`config.mk`:
```
export PLATFORM = sky130hd
export DESIGN_NAME = uart_word_tx
export DESIGN_NICKNAME = d
export VERILOG_FILES = /design/src/rtl/uart_word_tx.sv
export SDC_FILE = /design/constraint.sdc
export NUM_CORES = 1
export LEC_CHECK = 0
export CORE_MARGIN = 3
export CORE_UTILIZATION = 57
export DETAILED_ROUTE_END_ITERATION = 8
export GPL_TIMING_DRIVEN = 0
export PLACE_DENSITY_LB_ADDON = 0.2
export SKIP_CTS_REPAIR_TIMING = 1
export SYNTH_ARGS = -nofsm -noshare
export SYNTH_HDL_FRONTEND = slang
export SYNTH_SLANG_ARGS = --single-unit
```
`constraint.sdc`:
```
create_clock -name clk -period 3.3 [get_ports clk]
set_input_delay 0.66 -clock clk [delete_from_list [all_inputs] [get_ports clk]]
set_output_delay 0.66 -clock clk [all_outputs]
set_load 0.02 [all_outputs]
```
`src/rtl/uart_word_tx.sv`:
```
// uart_word_tx: sends a BYTES-wide word as back-to-back UART frames, LSB byte first.
// Frame: start, 8 data bits LSB first, optional even parity, STOP_BITS stop bits.
// Optional feature macro: UART_WORD_TX_PARITY_EN (adds an even-parity bit per frame).
module uart_word_tx #(
    parameter int unsigned CLKS_PER_BIT = 5,
    parameter int unsigned BYTES        = 2,
    parameter int unsigned STOP_BITS    = 1
) (
    input  logic                 clk,
    input  logic                 rst_n,
    input  logic [8*BYTES-1:0]   i_data,
    input  logic                 wr,
    output logic                 busy,
    output logic                 done,
    output logic                 s_out
);

    localparam int unsigned WORD_W = 8 * BYTES;
    localparam int unsigned CNT_W  = (CLKS_PER_BIT > 1) ? $clog2(CLKS_PER_BIT) : 1;
    localparam int unsigned BYTE_W = (BYTES > 1) ? $clog2(BYTES) : 1;

    typedef enum logic [2:0] {
        S_IDLE,
        S_START,
        S_DATA,
        S_STOP
`ifdef UART_WORD_TX_PARITY_EN
        , S_PARITY
`endif
    } state_t;

    state_t              state;
    logic [CNT_W-1:0]    cnt;
    logic [2:0]          bit_idx;
    logic [BYTE_W-1:0]   byte_idx;
    logic                stop_idx;
    logic [WORD_W-1:0]   shreg;
    logic [7:0]          cur_byte;
    logic                cnt_last_c;

    // Current byte is always the low byte of the word shift register.
    assign cur_byte   = shreg[7:0];
    assign cnt_last_c = (cnt == CNT_W'(CLKS_PER_BIT - 1));

    // Frame sequencer with registered line, busy and done.
    always_ff @(posedge clk) begin
        if (!rst_n) begin
            state    <= S_IDLE;
            s_out    <= 1'b1;
            busy     <= 1'b0;
            done     <= 1'b0;
            cnt      <= '0;
            bit_idx  <= '0;
            byte_idx <= '0;
            stop_idx <= 1'b0;
            shreg    <= '0;
        end else begin
            done <= 1'b0;
            case (state)
                S_IDLE: begin
                    s_out <= 1'b1;
                    busy  <= 1'b0;
                    if (wr) begin
                        shreg    <= i_data;
                        byte_idx <= '0;
                        cnt      <= '0;
                        state    <= S_START;
                        s_out    <= 1'b0;
                        busy     <= 1'b1;
                    end
                end
                S_START: begin
                    if (cnt_last_c) begin
                        cnt     <= '0;
                        bit_idx <= '0;
                        state   <= S_DATA;
                        s_out   <= cur_byte[0];
                    end else begin
                        cnt <= CNT_W'(cnt + 1'b1);
                    end
                end
                S_DATA: begin
                    if (cnt_last_c) begin
                        cnt <= '0;
                        if (bit_idx == 3'd7) begin
`ifdef UART_WORD_TX_PARITY_EN
                            state <= S_PARITY;
                            s_out <= ^cur_byte;
`else
                            state    <= S_STOP;
                            s_out    <= 1'b1;
                            stop_idx <= 1'b0;
`endif
                        end else begin
                            bit_idx <= 3'(bit_idx + 3'd1);
                            s_out   <= cur_byte[3'(bit_idx + 3'd1)];
                        end
                    end else begin
                        cnt <= CNT_W'(cnt + 1'b1);
                    end
                end
`ifdef UART_WORD_TX_PARITY_EN
                S_PARITY: begin
                    if (cnt_last_c) begin
                        cnt      <= '0;
                        state    <= S_STOP;
                        s_out    <= 1'b1;
                        stop_idx <= 1'b0;
                    end else begin
                        cnt <= CNT_W'(cnt + 1'b1);
                    end
                end
`endif
                S_STOP: begin
                    if (cnt_last_c) begin
                        cnt <= '0;
                        if (stop_idx != 1'(STOP_BITS - 1)) begin
                            stop_idx <= 1'b1;
                        end else if (byte_idx < BYTE_W'(BYTES - 1)) begin
                            // Next byte follows immediately with no idle gap.
                            byte_idx <= BYTE_W'(byte_idx + 1'b1);
                            shreg    <= shreg >> 8;
                            state    <= S_START;
                            s_out    <= 1'b0;
                        end else begin
                            state <= S_IDLE;
                            busy  <= 1'b0;
                            done  <= 1'b1;
                            s_out <= 1'b1;
                        end
                    end else begin
                        cnt <= CNT_W'(cnt + 1'b1);
                    end
                end
                default: begin
                    state <= S_IDLE;
                    s_out <= 1'b1;
                    busy  <= 1'b0;
                end
            endcase
        end
    end

endmodule

```
==> impl_metrics.csv <==
group,metric,value,unit
logic_synthesis,yosys-top-cells-area,"dfxtp_1 38%, mux2i_1 8.0%, a211oi_2 6.7%, ha_1 6.7%, nand3b_1 6.0%",
setup_path,setup.worst_path.end_class,"output pin",
die,die_area,3270,um2
detailed_routing,num_vias,1303,
cts,clockRootBuffer,"clkbuf_4",
logic_synthesis,yosys_warnings,0,
sta,final.period_utilization,60.0,%
detailed_routing,viasPerCell,5.90,
logic_synthesis,ys_seq_area_share,37.6,%
cts,clk_pin_slew,160,ps
cts,htree_num_levels,1,
setup_path,reg2reg_slack,1490,ps
sta,whs,465,ps
setup_path,worstPathMaxFanout,2,
logic_synthesis,synth_area_leader_cell,"dfxtp_1",
status,status,"complete, no violations",
global_routing,first_global_vias,1281,
logic_synthesis,syn_area,1490,um2
global_routing,grt_pass1_wl,5.82,mm
detailed_routing,drtIter0Drc,64,
cts,clk_latency,340,ps
sta,finalHoldViolCount,0,
cts,clock_path_buffers,2,
detailed_routing,wl_per_cell,15.4,um
logic_synthesis,synth_nets,195,
detailed_routing,drc,0,
layout,diodes,0,
global_routing,grtUsageTotal,22.3,%
sta,setup_ws,1320,ps
power,power_density,771,nW/um2
layout,fin_nets,221,
logic_synthesis,synthCells,168,
logic_synthesis,synth_top_cell_area_share,37.6,%
setup_path,critPathKind,"reg -> out",
placed_design,gp_congestion,0.886,
detailed_routing,dr_wl_met3,114,um
detailed_routing,dr.pass1.iters,4,
sta,slew_violations,0,
global_routing,grt_antenna_before_repair,0,
sta,slew_headroom,59.3,%
placed_design,hpwl,2.54,mm
cts,cts_tree,"built",
die,initial_core_util,63.8,%
sta,rsz0062_at_grt,"false",
placed_design,io_buffers,21,
setup_path,cp_slowest_stage_delay,610,ps
setup_path,cp.arrival,1320,ps
sta,tightest_slew,606,ps
cts,cts_made_buffers,3,
logic_synthesis,syn_avg_cell_area,8.89,um2
die,core,2340,um2
min_path,holdPathStages,2,
setup_path,r2r_cells,7,
layout,area_growth,19.9,%
detailed_routing,dr.max_layer_used,"met4",
cts,clock_sinks,28,
power,power_leakage,0.000652,uW
setup_path,critPathBufInv,1,
layout,fin_cells,221,
run,cap_violations,0,
placed_design,dp.cells,217,
sta,fmax,505,MHz
sta,fin_crit,1980,ps
sta,final-setup-viol-count,0,
setup_path,required,2640,ps
logic_synthesis,ys_types,34,
logic_synthesis,synth_edf_count,0,
global_routing,grt_max_degree,17,
layout,drive_gt1_share,10.9,%
setup_path,critPathSlowestCell,"clkdlybuf4s50_1",
die,die_y,57.2,um
die,die_w,57.2,um
setup_path,crit_cells,1,
setup_path,start_kind,"flop",
detailed_routing,routed_wirelength,3.41,mm
setup_path,crit_chain,"clkdlybuf4s50_1",
detailed_routing,drt-met1-wl,1.58,mm
die,row_count,17,
sta,finClkSkew,2.60,ps
logic_synthesis,synth_ff_type,"dfxtp_1",
detailed_routing,wl_met2,1.68,mm
placed_design,dp_slack,1110,ps
power,finalPower,1380,uW
power,peakVddDrop,0.610,mV
logic_synthesis,ys_ff_latch,28,
sta,tns,0,ps
die,io-pin-count,22,
logic_synthesis,ys_async_sr_fraction,0,%
setup_path,cpLargestDelayFamily,"buffers and inverters",
min_path,hold_class,"reg -> reg",
global_routing,gr-total-overflow,0,
detailed_routing,antenna_left,0,
==> per-layer routing <==
metal / global-route usage, % / up-vias
li1: - / 647
met1: 28.8 / 626
met2: 37.8 / 25
met3: 3.17 / 5
met4: 7.95 / 0
met5: 0 / -
==> stage by stage <==
stage	area, um2	util, %
CTS	1790	76.5
floorplan	1490	-
global placement	1740	74.3
finish	1790	76.5
global route	1790	76.5
detailed placement	1740	74.3
==> cell usage after synthesis (all sizes together), types with 2 or more instances <==
cell type and n:
nand2 17, o21ai 6, inv 6, mux2 2
nor3 3, a22oi 4, nand3 2, a31oi 3
ha 8, a22o 2, buf 7, a211oi 8
a21oi 14, dfxtp 28, nand2b 2, mux2i 12
nor2 18, nand3b 12, clkbuf 3
==> cell usage in the layout, fill, tap and decap left out, drive strengths merged, types with 3 or more instances in the layout <==
cell,instances
nand3b,12
clkbuf,6
nor3,3
a22oi,4
a21oi,14
nand2,17
buf,7
mux2i,12
a211oi,8
clkdlybuf4s50,21
ha,8
dfxtp,28
o21ai,6
inv,6
nor2,18
a31oi,3
==> worst paths after layout <==
check / startpoint / to
worst max-delay path: busy / busy
worst min-delay path: shreg[10] / shreg[10]
worst max register to register: cnt[0] / shreg[14]
worst min register to register: shreg[10] / shreg[10]
==> layout make-up <==
type	instances	area (um2)
multi-input combinational	123	850
sequential	28	561
fill	182	549
timing repair buffer	21	210
buffer	10	56.3
tap	28	35.0
clock inverter	1	30.0
inverter	7	26.3
clock buffer	3	22.5
==> logic make-up after synthesis <==
logic type / synth area share, %
and+or+nand+nor: 19.9
AOI/OAI and AO/OA: 20.8
DFF: 37.6
buffers and inverters: 5.53
muxes: 9.56
adders and majority gates: 6.71
==> registers in the layout, summed over array words and instances (netlist names) <==
signal and flops:
shreg 16, state 2, s_out 1, cnt 3, done 1, busy 1
bit_idx 3, byte_idx 1
==> report_power, final <==
group	internal, uW	switching (uW)	total [uW]
Sequential	443	61.6	505
Combinational	273	372	645
Clock	123	108	231
(Power assumes the default switching activity.)
